### config.mk
export PLATFORM = sky130hd
export DESIGN_NAME = cell_truth_table_sequencer
export DESIGN_NICKNAME = d
export VERILOG_FILES = /design/src/rtl/cell_seq_pkg.sv /design/src/rtl/cell_seq_settle_timer.sv /design/src/rtl/cell_truth_table_sequencer.sv
export SDC_FILE = /design/constraint.sdc
export NUM_CORES = 1
export LEC_CHECK = 0
export CORE_UTILIZATION = 35
export DETAILED_ROUTE_END_ITERATION = 6
export DONT_BUFFER_PORTS = 1
export PLACE_DENSITY = 0.6
export SLEW_MARGIN = 20
export SYNTH_ARGS = -nofsm -noshare
export SYNTH_HDL_FRONTEND = slang
export SYNTH_SLANG_ARGS = --single-unit
### constraint.sdc
create_clock -name clk -period 2.54 [get_ports clk]
set_clock_uncertainty 0.2 [all_clocks]
set_input_delay 0.508 -clock clk [delete_from_list [all_inputs] [get_ports clk]]
set_output_delay 0.508 -clock clk [all_outputs]
set_load 0.01 [all_outputs]
### src/rtl/cell_seq_pkg.sv
// Shared types and constants for the cell truth-table sequencer.
// Truth tables are indexed by input vector, where the MSB of the vector drives A1.
package cell_seq_pkg;

  typedef enum logic [2:0] {
    IDLE,
    APPLY,
    SETTLE,
    SAMPLE,
    DONE
  } seq_state_t;

  localparam int SETTLE_W = 8;

  localparam logic [3:0]  NOR2_TT  = 4'h1;
  localparam logic [3:0]  NAND2_TT = 4'h7;
  localparam logic [3:0]  AND2_TT  = 4'h8;
  localparam logic [3:0]  OR2_TT   = 4'hE;

  localparam logic [7:0]  NOR3_TT  = 8'h01;
  localparam logic [7:0]  NAND3_TT = 8'h7F;
  localparam logic [7:0]  AND3_TT  = 8'h80;
  localparam logic [7:0]  OR3_TT   = 8'hFE;

  localparam logic [15:0] NOR4_TT  = 16'h0001;
  localparam logic [15:0] NAND4_TT = 16'h7FFF;
  localparam logic [15:0] AND4_TT  = 16'h8000;
  localparam logic [15:0] OR4_TT   = 16'hFFFE;

endpackage

### src/rtl/cell_seq_settle_timer.sv
// Load/count-down settle timer: loaded while a vector is applied, expire is
// high during the last settle cycle so the FSM moves to SAMPLE on that edge.
module cell_seq_settle_timer
  import cell_seq_pkg::*;
(
  input  logic                clk,
  input  logic                rst,
  input  logic                clear,
  input  logic                load,
  input  logic [SETTLE_W-1:0] load_val,
  output logic                expire
);

  logic [SETTLE_W-1:0] cnt;

  always_ff @(posedge clk) begin
    if (rst || clear) begin
      cnt <= '0;
    end else if (load) begin
      cnt <= load_val;
    end else if (cnt != '0) begin
      cnt <= cnt - SETTLE_W'(1);
    end
  end

  assign expire = (cnt == SETTLE_W'(1));

endmodule

### src/rtl/cell_truth_table_sequencer.sv
// Walks a combinational cell through all 2**N_IN input vectors and checks its output
// against a latched truth table. Define CELL_SEQ_OBS_TT_EN to build the observed-table capture.
module cell_truth_table_sequencer
  import cell_seq_pkg::*;
#(
  parameter int N_IN          = 4,
  parameter int SETTLE_CYCLES = 2
) (
  input  logic                  clk,
  input  logic                  rst,
  input  logic                  start,
  input  logic                  abort,
  input  logic [(1<<N_IN)-1:0]  expected_tt,
  input  logic                  cell_out,
  output logic [N_IN-1:0]       stim,
  output logic                  busy,
  output logic                  done,
  output logic                  pass,
  output logic [N_IN:0]         fail_count,
  output logic                  first_fail_valid,
  output logic [N_IN-1:0]       first_fail_vec,
  output logic [(1<<N_IN)-1:0]  obs_tt
);

  localparam int              VEC_N    = 1 << N_IN;
  localparam logic [N_IN-1:0] VEC_LAST = '1;

  seq_state_t       state;
  seq_state_t       state_nxt;
  logic [N_IN-1:0]  vec;
  logic [VEC_N-1:0] exp_tt;
  logic             expire;
  logic             kill;
  logic             mismatch;

  assign kill     = abort && (state != IDLE);
  // 4-state compare so an X/Z cell output is reported as a failure
  assign mismatch = (cell_out !== exp_tt[vec]);

  generate
    if (SETTLE_CYCLES > 0) begin : g_timer
      cell_seq_settle_timer u_timer (
        .clk      (clk),
        .rst      (rst),
        .clear    (kill),
        .load     (state == APPLY),
        .load_val (SETTLE_W'(SETTLE_CYCLES)),
        .expire   (expire)
      );
    end else begin : g_no_timer
      assign expire = 1'b0;
    end
  endgenerate

  always_comb begin
    state_nxt = state;
    case (state)
      IDLE:    if (start) state_nxt = APPLY;
      APPLY:   state_nxt = (SETTLE_CYCLES == 0) ? SAMPLE : SETTLE;
      SETTLE:  if (expire) state_nxt = SAMPLE;
      SAMPLE:  state_nxt = (vec == VEC_LAST) ? DONE : APPLY;
      DONE:    state_nxt = IDLE;
      default: state_nxt = IDLE;
    endcase
    if (kill) state_nxt = IDLE;
  end

  always_ff @(posedge clk) begin
    if (rst) begin
      state            <= IDLE;
      vec              <= '0;
      exp_tt           <= '0;
      stim             <= '0;
      busy             <= 1'b0;
      done             <= 1'b0;
      pass             <= 1'b0;
      fail_count       <= '0;
      first_fail_valid <= 1'b0;
      first_fail_vec   <= '0;
    end else begin
      state <= state_nxt;
      done  <= 1'b0;
      if (kill) begin
        vec              <= '0;
        stim             <= '0;
        busy             <= 1'b0;
        pass             <= 1'b0;
        fail_count       <= '0;
        first_fail_valid <= 1'b0;
        first_fail_vec   <= '0;
      end else begin
        case (state)
          IDLE: begin
            if (start) begin
              exp_tt           <= expected_tt;
              vec              <= '0;
              busy             <= 1'b1;
              pass             <= 1'b0;
              fail_count       <= '0;
              first_fail_valid <= 1'b0;
              first_fail_vec   <= '0;
            end
          end
          APPLY: stim <= vec;
          SAMPLE: begin
            if (mismatch) begin
              fail_count <= fail_count + (N_IN+1)'(1);
              if (!first_fail_valid) begin
                first_fail_valid <= 1'b1;
                first_fail_vec   <= vec;
              end
            end
            if (vec != VEC_LAST) vec <= vec + N_IN'(1);
          end
          DONE: begin
            done <= 1'b1;
            busy <= 1'b0;
            stim <= '0;
            pass <= (fail_count == '0);
          end
          default: ;
        endcase
      end
    end
  end

`ifdef CELL_SEQ_OBS_TT_EN
  logic [VEC_N-1:0] obs_q;

  always_ff @(posedge clk) begin
    if (rst || kill) begin
      obs_q <= '0;
    end else if (state == IDLE && start) begin
      obs_q <= '0;
    end else if (state == SAMPLE) begin
      obs_q[vec] <= (cell_out === 1'b1);
    end
  end

  assign obs_tt = obs_q;
`else
  assign obs_tt = '0;
`endif

endmodule

-- After elaboration in Yosys (flattened, before gate mapping)
Cells that the tools add are included.
- bits in registers: 48
- bits in latches: 0
- bits in writable memories: 0
- ROM bits: 0
- input port bits: 21
- output and inout bits: 33
- memories: 0
- add/sub/neg operators: 3
- multipliers: 0
- div/mod/pow operators: 0
- $lt $le $gt $ge: 1
- eq/ne operators: 13
- shifts and indexed selects: 0
- mux-type cells: 25
- bitwise logic cells: 1
- reduce and logical (&&, ||, !) cells: 18
- operators by type and width (operator ; count):
    $pmux 4 s2 ; 3
    $mux 4 ; 4
    $pmux 3 s4 ; 1
    $mux 5 ; 2
    $ne 2x2->1 const B ; 5
    $pmux 5 s2 ; 1
    $mux 3 ; 3
    $reduce_and 3->1 ; 3
    $eq 8x1->1 const B ; 1
    $reduce_bool 2->1 ; 4
    $reduce_bool 8->1 ; 1
    $sub 8x1->8 const B ; 1
    $eq 3x2->1 const B ; 2
    $pmux 1 s2 ; 3
    $add 5x1->5 const B ; 1
    $logic_not 5->1 ; 1
    $lt 4x5->1 const B ; 1
    $mux 1 ; 5
    $add 4x1->4 const B ; 1
    $bmux 1 s4 ; 1
    $eq 4x4->1 const B ; 1
    $mux 2 ; 2
    $ne 4x4->1 const B ; 1
    $reduce_and 2->1 ; 2
    10 further kinds ; 11

-- Longest topological paths before layout
- depth after elaboration: 5
- gate-level depth with buffers: 7
- depth with buffers taken out: 6

-- Modules after synthesis
A second synthesis with hierarchy kept.
- cells, all modules: 294
- area total of the unflattened synthesis: 2519.9 sq um
- modules (own cells, without submodules) (module ; times used ; cells each ; area an instance (sq um) ; sequential area each (sq um)):
    cell_truth_table_sequencer ; 1 ; 238 ; 2034.5 ; 800.8
    cell_seq_settle_timer ; 1 ; 56 ; 485.5 ; 160.2

-- Worst setup path before layout
No wires, ideal clock.
- path kind: flip-flop to flip-flop
- start point: reg vec[2]
- end point: reg fail_count[2]
- library setup time: 0.122 ns
- arrival: 2.144 ns
- data required time: 2.218 ns
- slack: 0.074 ns
- cell stages (with the launch flop): 7
- buffers on the path: 1
- cell sequence: dfxtp_1 > buf_6 > mux2_4 > mux4_2 > mux2_4 > o2111a_1 > a311o_1
- cells in the longest elaborated chain, start to end: 5
- ends and longest elaborated chain (element ; RTL line ; text):
    start: declaration ; cell_truth_table_sequencer.sv:30 ; logic [N_IN-1:0] vec;
    start signal: assignment ; cell_truth_table_sequencer.sv:113 ; if (vec != VEC_LAST) vec <= vec + N_IN'(1);
    $bmux 1 s4 ; cell_truth_table_sequencer.sv:38 ; assign mismatch = (cell_out !== exp_tt[vec]);
    $mux 1 (implied by the code) ; cell_truth_table_sequencer.sv:38 ;
    $nex 1x1->1 ; cell_truth_table_sequencer.sv:38 ;
    $ne 2x2->1 (no line) ; -- ;
    $reduce_and 3->1 (no line) ; -- ;
    end signal: assignment ; cell_truth_table_sequencer.sv:107 ; fail_count <= fail_count + (N_IN+1)'(1);
    end: declaration ; cell_truth_table_sequencer.sv:19 ; output logic [N_IN:0] fail_count,
No other way between the ends. The select of a mux whose other input is x is not followed.
A chain may end at the register's enable or synchronous reset.

-- Worst setup path after layout
Ends and elaborated chain as after synthesis.

==> impl_results.html <==
<table>
<tr><th>Metric</th><th>Value</th></tr>
<tr><th colspan="2">Setup path</th></tr>
<tr><td>Element type at the critical path end</td><td>flop</td></tr>
<tr><td>Peak per-stage delay on the critical path</td><td>0.50 ns</td></tr>
<tr><td>Required @ worst endpoint</td><td>2.54 ns</td></tr>
<tr><td>Slowest cell on crit path</td><td>sky130_fd_sc_hd__mux4_2</td></tr>
<tr><td>Crit-path max FO</td><td>5</td></tr>
<tr><td>Chain of cells forming the critical path</td><td>buf_4, mux2_2, mux4_2, mux2_4, o2111a_1, a311o_1</td></tr>
<tr><td>Sort of element at the start of the critical path</td><td>flop</td></tr>
<tr><td>Critical path type</td><td>reg2reg</td></tr>
<tr><td>Cell count of the worst reg-to-reg path</td><td>6</td></tr>
<tr><td>WP data arrival</td><td>2.44 ns</td></tr>
<tr><th colspan="2">Placed design</th></tr>
<tr><td>Routability Congestion</td><td>0.748</td></tr>
<tr><td>Cell Count Post-Placement</td><td>357</td></tr>
<tr><td>Area after detailed placement</td><td>2460 sq um</td></tr>
<tr><td>Number of I/O port buffers</td><td>0</td></tr>
<tr><td>HPWL Detailed</td><td>3.54 mm</td></tr>
<tr><th colspan="2">Clock tree</th></tr>
<tr><td>Clock transition at the register clock pins on the worst setup and hold paths after CTS</td><td>0.08 ns</td></tr>
<tr><td>Clock latency reported for the late side of the worst-skew pair</td><td>0.30 ns</td></tr>
<tr><td>Sink count of the clock tree</td><td>48</td></tr>
<tr><td>Root Driver</td><td>sky130_fd_sc_hd__clkbuf_8</td></tr>
<tr><td>H-tree levels</td><td>2</td></tr>
<tr><td>Clk buf depth</td><td>2</td></tr>
<tr><td>TritonCTS clock tree</td><td>yes</td></tr>
<tr><td>Buffers inserted during post-CTS setup optimization</td><td>0</td></tr>
<tr><td>Clock buffers created by TritonCTS</td><td>5</td></tr>
<tr><th colspan="2">Flow run</th></tr>
<tr><td>Max_cap viols</td><td>0</td></tr>
<tr><th colspan="2">Final layout</th></tr>
<tr><td>Synthesis-to-layout area growth</td><td>6.24%</td></tr>
<tr><td>Number of fill cells</td><td>666</td></tr>
<tr><td>Share of final-layout standard cells stronger than drive strength 1</td><td>10.8%</td></tr>
<tr><td>Post-layout net count</td><td>314</td></tr>
<tr><td>Number of standard cells in the layout, taps in and fillers out</td><td>363</td></tr>
<tr><td>Number of antenna diodes</td><td>0</td></tr>
<tr><td>Final std cell area, no fill</td><td>2560 sq um</td></tr>
<tr><th colspan="2">Timing</th></tr>
<tr><td>WHS</td><td>0.0635 ns</td></tr>
<tr><td>Fmax</td><td>410 MHz</td></tr>
<tr><td>Slew HR</td><td>50.5%</td></tr>
<tr><td>Setup total negative slack</td><td>0 ns</td></tr>
<tr><td>Count of final hold-check violations</td><td>0</td></tr>
<tr><td>Minimum clock period after layout</td><td>2.44 ns</td></tr>
<tr><td>Transition at the pin with the smallest max-transition slack</td><td>0.741 ns</td></tr>
<tr><td>Number of pins with negative max-slew slack in the final report</td><td>0</td></tr>
<tr><td>Period utilization</td><td>96.1%</td></tr>
<tr><td>Setup repair after global routing missed its margin</td><td>false</td></tr>
<tr><td>Setup-failing EPs final</td><td>0</td></tr>
<tr><th colspan="2">Drt</th></tr>
<tr><td>Final routed wire length divided by cell count</td><td>12.9 um</td></tr>
<tr><td>Vias post-DR</td><td>1781</td></tr>
<tr><td>Detailed Route Iter0 Violations</td><td>71</td></tr>
<tr><td>Post-route DRC violation count</td><td>3</td></tr>
<tr><td>Avg Vias per Cell</td><td>4.91</td></tr>
<tr><td>Detailed-router iteration count before antenna repair</td><td>6</td></tr>
<tr><td>Total wire length after detailed routing</td><td>4.69 mm</td></tr>
<tr><td>Number of nets with antenna violations after detailed routing</td><td>0</td></tr>
<tr><th colspan="2">Synth</th></tr>
<tr><td>Yosys reg bits</td><td>48</td></tr>
<tr><td>Number of warnings printed during yosys synthesis</td><td>0</td></tr>
<tr><td>Count of flip-flops with a built-in enable after synthesis</td><td>0</td></tr>
<tr><td>Post-synthesis cell area</td><td>2410 sq um</td></tr>
<tr><td>Biggest area consumer among synthesized cells</td><td>sky130_fd_sc_hd__dfxtp_1</td></tr>
<tr><td>Cell types occupying the most area after synthesis</td><td>sky130_fd_sc_hd__dfxtp_1 (40%), sky130_fd_sc_hd__nand2_1 (8.1%), sky130_fd_sc_hd__a21oi_1 (7.1%)</td></tr>
<tr><td>Number of different library cells in the post-synthesis netlist</td><td>43</td></tr>
<tr><td>Synthesized area per cell</td><td>8.48 sq um</td></tr>
<tr><td>Proportion of register bits with asynchronous set or reset after synthesis</td><td>0%</td></tr>
<tr><td>Fraction of the yosys area taken by sequential cells</td><td>39.9%</td></tr>
<tr><td>Number of instances in the synthesized netlist</td><td>284</td></tr>
<tr><td>Synth top area share</td><td>39.9%</td></tr>
<tr><td>Prevailing post-synth register cell</td><td>sky130_fd_sc_hd__dfxtp_1</td></tr>
<tr><th colspan="2">Floorplan</th></tr>
<tr><td>Area enclosed by the die boundary</td><td>7210 sq um</td></tr>
<tr><td>Initial cell density of the core</td><td>37.1%</td></tr>
<tr><td>DIE HEIGHT</td><td>84.9 um</td></tr>
<tr><td>Number of rows in the core area</td><td>29</td></tr>
<tr><td>Die Wd</td><td>84.9 um</td></tr>
<tr><td>Core Region</td><td>6490 sq um</td></tr>
<tr><td>Count of boundary I/O pins</td><td>54</td></tr>
<tr><th colspan="2">GRT</th></tr>
<tr><td>First-pass GRT wire length</td><td>8.09 mm</td></tr>
<tr><td>Antenna violations before repair</td><td>0</td></tr>
<tr><td>Via count of the first global-routing pass</td><td>1686</td></tr>
<tr><td>Total routing usage reported by global routing</td><td>14.2%</td></tr>
<tr><td>Largest net degree at the start of global routing</td><td>22</td></tr>
<tr><td>Remaining global-route overflow</td><td>0</td></tr>
<tr><th colspan="2">Worst hold path</th></tr>
<tr><td>Number of stages on the worst hold path</td><td>1</td></tr>
<tr><td>Worst Hold Class</td><td>in2reg</td></tr>
<tr><th colspan="2">Run status</th></tr>
<tr><td>Failing checks</td><td>design-rule violations</td></tr>
<tr><td>Outcome</td><td>finished, violations left</td></tr>
<tr><th colspan="2">Power</th></tr>
<tr><td>Worst supply voltage drop on vdd</td><td>280 uV</td></tr>
<tr><td>Power density cells</td><td>819 nW/um^2</td></tr>
<tr><td>Leakage dissipation</td><td>0.000989 uW</td></tr>
</table>
## cell usage after synthesis, types with 2 or more instances
cell	number
sky130_fd_sc_hd__nand2_1	52
sky130_fd_sc_hd__dfxtp_1	48
sky130_fd_sc_hd__a21oi_1	34
sky130_fd_sc_hd__nor2_1	27
sky130_fd_sc_hd__buf_4	16
sky130_fd_sc_hd__clkbuf_1	11
sky130_fd_sc_hd__mux2i_1	7
sky130_fd_sc_hd__ha_1	6
sky130_fd_sc_hd__mux2_4	6
sky130_fd_sc_hd__nor2b_1	6
sky130_fd_sc_hd__nor3_1	6
sky130_fd_sc_hd__inv_1	5
sky130_fd_sc_hd__xnor2_1	5
sky130_fd_sc_hd__xor2_1	5
sky130_fd_sc_hd__mux2_2	4
sky130_fd_sc_hd__nand2b_1	4
sky130_fd_sc_hd__nand3_1	4
sky130_fd_sc_hd__nand4_1	3
sky130_fd_sc_hd__nor4_1	3
sky130_fd_sc_hd__o21ai_0	3
sky130_fd_sc_hd__a21o_1	2
sky130_fd_sc_hd__and2_1	2
sky130_fd_sc_hd__mux2i_2	2
sky130_fd_sc_hd__mux4_2	2
sky130_fd_sc_hd__nand3b_1	2
sky130_fd_sc_hd__nor3b_1	2
## stage by stage
| stage | utilization, % | setup slack [ns] | power [uW] |
|---|---|---|---|
| after floorplan | - | 0.0742 | 1480 |
| after global placement | 37.8 | 0.114 | 1570 |
| after detailed placement | 37.8 | 0.0901 | 1580 |
| after CTS | 39.4 | 0.0724 | 2110 |
| after global routing | 39.4 | 0.0264 | 2240 |
| final | 39.4 | 0.100 | 2100 |
## area by class of cell
type	instances	area [sq um]	share of cell area, %
flip-flops and latches	48	962	37.6
multi-input cells	217	1310	51.1
repair buffers	10	75.1	2.94
well taps	77	96.3	3.77
clock buffers	5	68.8	2.69
inverters	5	18.8	0.734
clock inverters	1	30.0	1.17
## power breakdown
part | switching [uW] | internal [uW]
registers | 113 | 853
clock network | 250 | 283
logic | 323 | 274
## flip-flops by register name, indices dropped and copies added, names as in the netlist
name / count
busy: 1
g_timer.u_timer.cnt: 8
first_fail_valid: 1
exp_tt: 16
done: 1
stim: 4
pass: 1
fail_count: 5
first_fail_vec: 4
state: 3
vec: 4
## layer usage
layer  vias up  track usage [%]  share of wire (%)
met5         -                0                  0
met4         0             4.62                1.3
met3         7             4.09                5.6
met2        41             21.7                 44
met1       797             19.4                 49
li1        936                -                  -
## kinds of logic after synthesis
| group | Yosys count | share of synthesized area [%] |
|---|---|---|
| AO/OA/AOI/OAI | 46 | 10.8 |
| XOR/XNOR | 10 | 3.64 |
| adder cells (fa/ha/maj) | 6 | 3.12 |
| buffers and inverters | 34 | 8.16 |
| flip-flops | 48 | 39.9 |
| multiplexers | 22 | 12.0 |
| other | 1 | 0.156 |
| AND/OR/NAND/NOR | 117 | 22.2 |
## critical path: cells and delay by family (launching register included)
kind	cells	cell delay (ns)
compound gates	2	0.50
buf+inv	1	0.14
flops	1	0.33
mux	3	1.17
## cell usage in the layout (no fill, tap or decap), types with 2 or more instances in the layout
cell and count:
sky130_fd_sc_hd__o21ai_0 3, sky130_fd_sc_hd__clkbuf_8 5, sky130_fd_sc_hd__mux2i_2 2, sky130_fd_sc_hd__nand4_1 3
sky130_fd_sc_hd__buf_4 10, sky130_fd_sc_hd__mux2_2 4, sky130_fd_sc_hd__nor3b_1 2, sky130_fd_sc_hd__nor2_1 27
sky130_fd_sc_hd__a21oi_1 34, sky130_fd_sc_hd__inv_1 5, sky130_fd_sc_hd__nand2_1 52, sky130_fd_sc_hd__conb_1 16
sky130_fd_sc_hd__mux2i_1 7, sky130_fd_sc_hd__a21o_1 2, sky130_fd_sc_hd__dfxtp_1 47, sky130_fd_sc_hd__xnor2_1 5
sky130_fd_sc_hd__nand3b_1 2, sky130_fd_sc_hd__nor4_1 3, sky130_fd_sc_hd__nand2b_1 4, sky130_fd_sc_hd__xor2_1 5
sky130_fd_sc_hd__mux4_2 2, sky130_fd_sc_hd__nor3_1 6, sky130_fd_sc_hd__nand3_1 4, sky130_fd_sc_hd__ha_1 6
sky130_fd_sc_hd__nor2b_1 6, sky130_fd_sc_hd__and2_1 2, sky130_fd_sc_hd__mux2_4 6
## what timing repair did
item | 4_1_cts | 5_1_grt
hold buffers | 0 | 0
endpoints found under the setup margin | 0 | 1
resized for setup | 0 | 1
## final timing paths
kind	slack [ns]	start	end
worst max-delay path	0.1	vec[2]	fail_count[2]
worst min-delay path	0.06	rst	exp_tt[0]
worst max register to register	0.1	vec[2]	fail_count[2]
worst min register to register	0.25	exp_tt[4]	exp_tt[4]
Note: power is estimated with default switching activity, not from simulation.
